$ cat src/rtl/insn_fetch_pkg.sv
// Shared definitions for the instruction fetch stage: architectural widths,
// the NOP encoding presented when no instruction is live, the FIFO entry
// layout and the fetch FSM state encoding.
package insn_fetch_pkg;

    localparam int INSN_W = 32;
    localparam int ADDR_W = 32;

    localparam logic [INSN_W-1:0] NOP_INSN = 32'h6000_0000;

    typedef struct packed {
        logic [ADDR_W-1:0] pc;
        logic [INSN_W-1:0] insn;
    } fetch_entry_t;

    typedef enum logic {
        ST_BOOT = 1'b0,
        ST_RUN  = 1'b1
    } fetch_state_e;

endpackage

$ cat src/rtl/fetch_fifo.sv
// Two-entry {pc, insn} FIFO between the instruction memory and the converter.
// Ports:
//   clk, rst_n   clock, async active-low reset
//   push, wdata  write wdata at the tail
//   pop          drop the head
//   flush        empty the FIFO; wins over push and pop
//   count        current occupancy (0..2)
//   head         oldest entry; only meaningful when count != 0
module fetch_fifo
    import insn_fetch_pkg::*;
(
    input  logic         clk,
    input  logic         rst_n,
    input  logic         push,
    input  fetch_entry_t wdata,
    input  logic         pop,
    input  logic         flush,
    output logic [1:0]   count,
    output fetch_entry_t head
);

    fetch_entry_t mem_q [2];
    logic         rd_ptr_q;
    logic         wr_ptr_q;
    logic [1:0]   count_q;

    always_ff @(posedge clk or negedge rst_n) begin
        if (!rst_n) begin
            rd_ptr_q <= 1'b0;
            wr_ptr_q <= 1'b0;
            count_q  <= 2'd0;
            mem_q[0] <= '0;
            mem_q[1] <= '0;
        end else if (flush) begin
            rd_ptr_q <= 1'b0;
            wr_ptr_q <= 1'b0;
            count_q  <= 2'd0;
        end else begin
            if (push) begin
                mem_q[wr_ptr_q] <= wdata;
                wr_ptr_q        <= ~wr_ptr_q;
            end
            if (pop) begin
                rd_ptr_q <= ~rd_ptr_q;
            end
            count_q <= count_q + {1'b0, push} - {1'b0, pop};
        end
    end

    assign count = count_q;
    assign head  = mem_q[rd_ptr_q];

endmodule

$ cat src/rtl/insn_fetch.sv
// Instruction fetch stage. Issues word reads into a 1-cycle-latency
// instruction memory, buffers returned words with their PCs in a 2-entry
// FIFO and presents the FIFO head to the converter.
// Ports:
//   clk, rst_n       clock, async active-low reset
//   redirect_valid   branch redirect; flushes everything, refetches at redirect_pc
//   redirect_pc      redirect target (low two bits ignored)
//   conv_stall       converter stall; holds the presented instruction
//   imem_en          memory read request this cycle
//   imem_addr        word address = req_pc[IMEM_AW+1:2]
//   imem_rdata       read data, valid the cycle after imem_en
//   insn_valid       pc_out/insn_out carry a live instruction
//   pc_out           PC of presented instruction (last presented PC when idle)
//   insn_out         presented instruction, NOP_INSN when idle
module insn_fetch
    import insn_fetch_pkg::*;
#(
    parameter logic [ADDR_W-1:0] RESET_PC = 32'h0000_0000,
    parameter int                IMEM_AW  = 4
) (
    input  logic               clk,
    input  logic               rst_n,
    input  logic               redirect_valid,
    input  logic [ADDR_W-1:0]  redirect_pc,
    input  logic               conv_stall,
    output logic               imem_en,
    output logic [IMEM_AW-1:0] imem_addr,
    input  logic [INSN_W-1:0]  imem_rdata,
    output logic               insn_valid,
    output logic [ADDR_W-1:0]  pc_out,
    output logic [INSN_W-1:0]  insn_out
);

    fetch_state_e      state_q, state_d;
    logic [ADDR_W-1:0] req_pc_q, req_pc_d;
    logic [ADDR_W-1:0] infl_pc_q, infl_pc_d;
    logic              inflight_q, inflight_d;
    logic [ADDR_W-1:0] last_pc_q;

    logic [1:0]        fifo_count;
    fetch_entry_t      fifo_head;
    fetch_entry_t      push_data;
    logic              push, pop, issue;
    logic [2:0]        occ;

    assign insn_valid = (fifo_count != 2'd0);
    assign pop        = insn_valid && !conv_stall && !redirect_valid;
    // A response arriving this cycle is dropped if a redirect is flushing.
    assign push       = inflight_q && !redirect_valid;
    assign push_data  = '{pc: infl_pc_q, insn: imem_rdata};

    // Slots already claimed after this cycle's pop; keeps count+inflight <= 2
    // so an in-flight response always has room.
    assign occ = {1'b0, fifo_count} + {2'b00, inflight_q} - {2'b00, pop};

    always_comb begin
        state_d    = state_q;
        req_pc_d   = req_pc_q;
        infl_pc_d  = infl_pc_q;
        inflight_d = 1'b0;     // a request lives exactly one cycle
        issue      = 1'b0;
        unique case (state_q)
            ST_BOOT: state_d = ST_RUN;
            ST_RUN: begin
                if (!redirect_valid && occ < 3'd2) begin
                    issue      = 1'b1;
                    inflight_d = 1'b1;
                    infl_pc_d  = req_pc_q;
                    req_pc_d   = req_pc_q + 32'd4;
                end
            end
        endcase
        if (redirect_valid) begin
            req_pc_d = redirect_pc & 32'hFFFF_FFFC;
        end
    end

    always_ff @(posedge clk or negedge rst_n) begin
        if (!rst_n) begin
            state_q    <= ST_BOOT;
            req_pc_q   <= RESET_PC;
            infl_pc_q  <= '0;
            inflight_q <= 1'b0;
            last_pc_q  <= RESET_PC;
        end else begin
            state_q    <= state_d;
            req_pc_q   <= req_pc_d;
            infl_pc_q  <= infl_pc_d;
            inflight_q <= inflight_d;
            if (insn_valid) begin
                last_pc_q <= fifo_head.pc;
            end
        end
    end

    fetch_fifo u_fifo (
        .clk   (clk),
        .rst_n (rst_n),
        .push  (push),
        .wdata (push_data),
        .pop   (pop),
        .flush (redirect_valid),
        .count (fifo_count),
        .head  (fifo_head)
    );

    assign imem_en   = issue;
    assign imem_addr = req_pc_q[IMEM_AW+1:2];
    assign pc_out    = insn_valid ? fifo_head.pc   : last_pc_q;
    assign insn_out  = insn_valid ? fifo_head.insn : NOP_INSN;

endmodule

$ cat config.mk
export PLATFORM = sky130hd
export DESIGN_NAME = insn_fetch
export DESIGN_NICKNAME = d
export VERILOG_FILES = /design/src/rtl/insn_fetch_pkg.sv /design/src/rtl/fetch_fifo.sv /design/src/rtl/insn_fetch.sv
export SDC_FILE = /design/constraint.sdc
export NUM_CORES = 1
export LEC_CHECK = 0
export CAP_MARGIN = 25
export CORE_MARGIN = 3
export CORE_UTILIZATION = 58
export CTS_CLUSTER_DIAMETER = 60
export CTS_CLUSTER_SIZE = 8
export DETAILED_ROUTE_END_ITERATION = 8
export DONT_BUFFER_PORTS = 1
export GPL_TIMING_DRIVEN = 0
export PLACE_DENSITY = 0.83
export SYNTH_ARGS = -nofsm -noshare
export SYNTH_HDL_FRONTEND = slang
export SYNTH_HIERARCHICAL = 1
export SYNTH_SLANG_ARGS = --single-unit
$ cat constraint.sdc
create_clock -name clk -period 3.25 [get_ports clk]
set_input_delay 0.1625 -clock clk [delete_from_list [all_inputs] [get_ports clk]]
set_output_delay 0.1625 -clock clk [all_outputs]
set_load 0.005 [all_outputs]
==> impl_metrics.env, run 1 <==
export IMPL_grt_pass1_vias=6861
export IMPL_seq_power_share=0.448
export IMPL_maxCapViolCount=0
export IMPL_vias_per_cell=5.75
export IMPL_cts_buffer_depth=3
export IMPL_nNetsFinal=918
export IMPL_dr_pass1_iters=4
export IMPL_startpoint_type="flip-flop"
export IMPL_finalSetupTns_ps=0
export IMPL_rr_startpoint="u_fifo/count[1]"
export IMPL_grt_usage=0.232
export IMPL_finalCriticalPeriod_ps=3150
export IMPL_pre_cts_ws_ps=-832
export IMPL_combPwrFrac=0.245
export IMPL_tritoncts="yes"
export IMPL_drv_slew=0
export IMPL_synth_area_leaders="dfrtp_1, mux2_2, mux2_4"
export IMPL_yosysTopAreaCell="dfrtp_1"
export IMPL_hold_class="primary input to async pin"
export IMPL_gr_total_overflow=0
export IMPL_yosysTopAreaCellShare=0.537
export IMPL_clkSinkCount=226
export IMPL_clock_fmax_ghz=0.318
export IMPL_gp_congestion=0.893
export IMPL_cts_htree_levels=2
export IMPL_p_sw_mw=2.67
export IMPL_required_ps=3090
export IMPL_synth_distinct_cells=45
export IMPL_die_h_um=141
export IMPL_wl_per_cell_um=20.9
export IMPL_peakVddDrop_uv=629
export IMPL_setup_ws_ps=105
export IMPL_clk_latency_ps=490
export IMPL_cp_max_fo=11
export IMPL_hold_ws_ps=-626
export IMPL_drive_gt1_frac=0.377
export IMPL_row_count=48
export IMPL_r2r_slack_ps=230
export IMPL_drt_iter0_markers=237
export IMPL_path_cells="nor2_4 -> buf_12 -> nor3_4 -> ha_1 -> nor2b_1 -> fa_1 -> and3b_1 -> buf_2 -> and2b_4 -> buf_6"
export IMPL_hold_violations=226
export IMPL_yosys_warnings=6
export IMPL_violations="negative hold slack"
export IMPL_vias=6156
export IMPL_power_share_clock=0.306
export IMPL_skew_ps=10.2
export IMPL_synth_top_flop_cell="dfrtp_1"
export IMPL_start_util=0.600
export IMPL_max_slew_margin=0.545
export IMPL_fp_dieW_um=141
export IMPL_synthArstFlopShare=1.00
export IMPL_synth_area_um2=10500
export IMPL_rsz0062_at_grt="false"
export IMPL_grt_pass1_wl_mm=36.8
export IMPL_dpl_hpwl_mm=14.8
export IMPL_p_sw_frac=0.271
export IMPL_path_delay_family="simple AND/OR/NAND/NOR gates"
export IMPL_grt_max_degree=227
export IMPL_port_buffers=0
export IMPL_drt_wl_total_mm=22.4
export IMPL_tightest_slew_ps=683
export IMPL_ys_seq_area_frac=0.537
export IMPL_r2r_cells=13
export IMPL_crit_type="flip-flop to output pin"
export IMPL_leakagePower_nw=5.65
export IMPL_cts_root_buf="clkbuf_16"
export IMPL_final_setup_viol_count=0
export IMPL_syn_inst=739
export IMPL_route_detailed_drc=0
export IMPL_postSynthAreaPerCell_um2=14.2
export IMPL_ioPinCount=138
export IMPL_worst_r2r_endpoint="req_pc_q[29]"
export IMPL_antenna_found_initial=0
export IMPL_crit_path_end_kind="output pin"
export IMPL_synth_edf_count=0
export IMPL_intPower_mw=7.18
export IMPL_stdcell_count=1071
export IMPL_crit_arrival_ps=2980
export IMPL_cp_slowest_cell="fa_1"
export IMPL_diodes=0
export IMPL_max_stage_delay_ps=470
export IMPL_cts_hold_fix_buffers=64
export IMPL_power_density_nw_per_um2=794
export IMPL_clk_pin_slew_ps=50
export IMPL_cts_made_buffers=34
export IMPL_dp_cells=967
export IMPL_area_growth_pct=17.9
export IMPL_post_route_util=0.708
export IMPL_die_area_um2=19800
export IMPL_synth_seq_cells=226
export IMPL_cp_num_buf_inv=3
export IMPL_coreArea_um2=17500
export IMPL_ant_nets=0
export IMPL_status="complete, but fails checks"
export IMPL_finalCritPeriodShare=0.968
worst max path at each step:
stage	startpoint	to	depth (start not counted)
after floorplan	u_fifo/count[1]	infl_pc_q[23]	13
after global placement	u_fifo/count[1]	infl_pc_q[16]	13
after detailed placement	u_fifo/count[1]	infl_pc_q[22]	13
after CTS	u_fifo/count[1]	imem_en	10
after global routing	u_fifo/count[1]	imem_en	10
final	u_fifo/count[1]	imem_en	10
through the flow:
step / total power [mW] / hold slack (ps) / area [µm²]
3_3_place_gp: 6.54 / -126 / 10800
3_5_place_dp: 6.74 / -125 / 10800
2_1_floorplan: 6.11 / -133 / 10500
6_report: 9.85 / -626 / 12400
5_1_grt: 10.4 / -646 / 12400
4_1_cts: 9.93 / -642 / 12400
cells in the final DEF (no fill, tap or decap), types with 10 or more instances in the layout:
master and count:
mux2_2 162, inv_1 10, mux2_1 34, dfrtp_1 225, o21ai_1 14, clkbuf_16 35, dlygate4sd3_1 64, nor2b_1 32
o21ai_0 14, mux2_4 60, xnor2_1 27, clkbuf_1 10, nand2_1 38, buf_6 12
layout make-up:
type	instances	area (µm²)
Tap cell	225	282
Multi-Input combinational cell	459	4470
Inverter	10	37.5
Buffer	46	407
Sequential cell	226	5660
Fill cell	1134	5120
Clock inverter	2	17.5
Timing Repair Buffer	68	671
Clock buffer	35	876
power groups by stage:
stage	Combinational (mW)	Sequential (mW)	Clock (mW)
CTS	2.44	4.41	3.08
global route	2.63	4.54	3.22
finish	2.42	4.42	3.02
detailed placement	2.31	4.43	0
floorplan	1.92	4.19	0
global placement	2.21	4.33	0
cells in the mapped netlist, types with 2 or more instances:
master,number
dfrtp_1,226
mux2_2,162
mux2_4,60
nand2_1,38
mux2_1,34
nor2b_1,32
xnor2_1,27
o21ai_0,14
o21ai_1,14
buf_6,12
clkbuf_1,11
buf_2,10
inv_1,10
nand3_1,9
nor4_2,9
nor2_1,8
buf_12,6
and3_1,5
buf_4,5
ha_1,4
nand4_1,4
nor3_1,4
nor4_1,4
xor2_1,4
buf_1,3
and2_1,2
conb_1,2
nor3_2,2
or2_2,2
cells by family (layout without fill, tap and decap cells):
group | Yosys count | after routing | synth area share
flops | 226 | 226 | 0.537
simple gates | 131 | 131 | 0.0751
other cells | 2 | 5 | 0.000714
mux | 257 | 257 | 0.296
buf+inv | 57 | 161 | 0.0411
compound gates | 28 | 28 | 0.0133
xor+xnor | 33 | 33 | 0.0295
fa+ha+maj | 5 | 5 | 0.00666
repair_timing:
item | in CTS | in global routing
pin swaps | 0 | 1
hold endpoints to repair | 324 | 226
gates resized for setup | 9 | 0
endpoints found under the setup margin | 62 | 2
buffers inserted | 2 | 2
flip-flops by register name (all words and copies together), names as in the netlist:
register and count:
u_fifo/mem_q 128, last_pc_q 32, infl_pc_q 30, req_pc_q 30, u_fifo/count 2, inflight_q 1
state_q 1, u_fifo/rd_ptr_q 1, u_fifo/wr_ptr_q 1
per-layer routing:
layer  share of wire  GRT usage  up-vias
li1                -          -     2767
met1            0.42      0.304     3170
met2            0.50      0.391      175
met3           0.057     0.0529       44
met4           0.022     0.0658        0
met5               0          0        -
worst register-to-register path, stage by stage, from the launching register on:
cell	delay (ps)
dfrtp_2	440
nor2_4	180
buf_12	130
nor3_4	50
ha_1	300
nor2b_1	50
fa_1	400
xor2_2	160
buf_4	150
nand4b_1	230
buf_2	320
nor4_2	240
xnor2_1	170
o21ai_1	70
Note: power is estimated with default switching activity, not from simulation.
==> run 2: changes to the inputs <==
--- a/config.mk
+++ b/config.mk
@@ -5,10 +5,11 @@
 export SDC_FILE = /design/constraint.sdc
 export NUM_CORES = 1
 export LEC_CHECK = 0
+export ABC_AREA = 1
 export CAP_MARGIN = 25
 export CORE_MARGIN = 3
 export CORE_UTILIZATION = 58
-export CTS_CLUSTER_DIAMETER = 60
+export CTS_CLUSTER_DIAMETER = 100
 export CTS_CLUSTER_SIZE = 8
 export DETAILED_ROUTE_END_ITERATION = 8
 export DONT_BUFFER_PORTS = 1
==> run 2 against run 1 <==
Effect of this change:
- the run still ends with negative hold slack left
- flip-flop and latch count did not move
- wire length grew 22%
- sequential share of layout area fell by 2.5 points
- die area grew 6.1%
==> impl_metrics.env, run 2 <==
export IMPL_grt_pass1_vias=9155
export IMPL_maxCapViolCount=0
export IMPL_ioPinCount=138
export IMPL_grt_usage=0.263
export IMPL_yosysTopAreaCell="dfrtp_1"
export IMPL_crit_path_end_kind="output pin"
export IMPL_status="complete, but fails checks"
export IMPL_post_cts_buffers=0
export IMPL_hold_violations=226
export IMPL_clkSinkCount=226
export IMPL_cts_hold_fix_buffers=64
export IMPL_dp_cells=1554
export IMPL_nNetsFinal=1467
export IMPL_peakVddDrop_uv=358
export IMPL_grt_pass1_wl_mm=45.7
export IMPL_ys_seq_area_frac=0.505
export IMPL_area_growth_pct=17.3
export IMPL_required_ps=3090
export IMPL_dpl_hpwl_mm=17.5
export IMPL_stdcell_count=1657
export IMPL_rsz0062_at_grt="false"
export IMPL_vias_per_cell=5.35
export IMPL_gr_total_overflow=0
export IMPL_drt_iter0_markers=603
export IMPL_yosysMostFrequentCell="nand2_1"
export IMPL_top_regs="u_fifo/mem_q: 128 flops, last_pc_q: 32 flops"
export IMPL_synth_edf_count=0
export IMPL_coreArea_um2=18800
export IMPL_leakagePower_nw=6.53
export IMPL_final_design_area_no_fill_um2=13100
export IMPL_finalSetupTns_ps=0
export IMPL_start_util=0.594
export IMPL_cts_root_buf="clkbuf_16"
export IMPL_max_slew_margin=0.539
export IMPL_yosysTopAreaCellShare=0.505
export IMPL_final_setup_viol_count=0
export IMPL_post_route_util=0.697
export IMPL_synth_area_um2=11200
export IMPL_route_detailed_drc=0
export IMPL_drv_slew=0
export IMPL_fp_dieW_um=145
export IMPL_ys_top_cells_by_count="nand2_1, dfrtp_1, inv_1"
export IMPL_tritoncts="yes"
export IMPL_hold_class="primary input to async pin"
export IMPL_cts_made_buffers=34
export IMPL_synth_top_flop_cell="dfrtp_1"
export IMPL_syn_inst=1293
export IMPL_power_density_nw_per_um2=742
export IMPL_largest_reg_flops=128
export IMPL_final_cell_mix="nand2_1, dfrtp_1, inv_1"
export IMPL_vias=8864
export IMPL_gp_congestion=0.924
export IMPL_clk_latency_ps=510
export IMPL_dr_pass1_iters=5
export IMPL_crit_arrival_ps=2940
export IMPL_startpoint_type="flip-flop"
export IMPL_cts_buffer_depth=3
export IMPL_cp_max_fo=11
export IMPL_antenna_found_initial=1
export IMPL_finalCriticalPeriod_ps=3100
export IMPL_drive_gt1_frac=0.190
export IMPL_cts_htree_levels=2
export IMPL_wl_per_cell_um=16.5
export IMPL_clk_pin_slew_ps=50
export IMPL_drt_wl_total_mm=27.4
export IMPL_row_count=50
export IMPL_place_area_um2=11500
export IMPL_port_buffers=0
export IMPL_largest_register="u_fifo/mem_q"
export IMPL_die_area_um2=21000
export IMPL_clock_fmax_ghz=0.322
export IMPL_layout_commonest_cell="nand2_1"
export IMPL_violations="negative hold slack"
export IMPL_hold_ws_ps=-655
export IMPL_ant_nets=0
export IMPL_synthArstFlopShare=1.00
export IMPL_crit_type="flip-flop to output pin"
export IMPL_r2r_slack_ps=480
export IMPL_synth_distinct_cells=35
export IMPL_tightest_slew_ps=691
export IMPL_fillers=1361
export IMPL_synth_area_leaders="dfrtp_1, nand2_1, mux2_2"
export IMPL_finalCritPeriodShare=0.954
export IMPL_die_h_um=145
export IMPL_grt_max_degree=227
export IMPL_skew_ps=19.9
export IMPL_yosys_warnings=6
export IMPL_synth_seq_cells=226
export IMPL_postSynthAreaPerCell_um2=8.65
## run 2: repair_timing
item | CTS | global route
pin swaps | 0 | 1
setup endpoints to repair | 10 | 1
hold endpoints to repair | 324 | 226
gates resized for setup | 9 | 4
## run 2: routing by layer
metal	GRT usage	wire length, µm	up-vias
li1	-	-	4227
met1	0.341	11200	4261
met2	0.435	13400	311
met3	0.0650	2010	65
met4	0.0879	819	0
met5	0	0	-
## run 2: logic make-up (layout without fill, tap and decap cells)
kind of cell | Yosys count | after routing | synth area share
buffers and inverters | 235 | 337 | 0.102
other | 2 | 4 | 0.000671
AND/OR/NAND/NOR | 572 | 572 | 0.211
flip-flops | 226 | 226 | 0.505
adder cells (fa/ha/maj) | 5 | 5 | 0.00626
XOR/XNOR | 6 | 6 | 0.00470
multiplexers | 64 | 64 | 0.0644
AO/OA/AOI/OAI | 183 | 183 | 0.105
## run 2: power by group
group	internal, mW	switching (mW)	total, mW
combinational	1.01	1.47	2.47
sequential	3.69	0.495	4.19
clock	1.87	1.22	3.08
## run 2: worst paths after layout
check,startpoint,endpoint,cells after the start
setup / recovery,u_fifo/count[1],imem_en,10
hold / removal,rst_n,u_fifo/mem_q[71],0
setup reg to reg,u_fifo/count[1],infl_pc_q[9],12
hold reg to reg,u_fifo/mem_q[29],u_fifo/mem_q[29],2
max in group asynchronous,rst_n,u_fifo/count[1],0
min in group clk,redirect_valid,req_pc_q[30],5
## run 2: final cells by class
cell class,count,area (µm²),share of cell area
flip-flops and latches,226,5660,0.431
multi-input cells,833,4420,0.337
clock buffers,34,851,0.0648
repair buffers,64,641,0.0488
inverters,168,636,0.0484
plain buffers,67,528,0.0402
well taps,260,325,0.0248
clock inverters,4,71.3,0.00543
diodes,1,2.50,0.000191
## run 2: through the flow
stage               power (mW)  setup WS (ps)
floorplan                 5.90            652
global placement          6.38           96.9
detailed placement        6.51          -32.1
CTS                       9.75           25.8
global route              10.3           45.7
finish                    9.74            148
## run 2: worst max-delay path, cell delays in order, from the launching register on
cell and delay, ps:
dfrtp_2 450, nor2_4 160, clkbuf_8 190, nor3_4 60, ha_1 330, nor2_2 150, fa_1 450, nor2_4 160
nand3_2 150, inv_4 140, buf_6 190
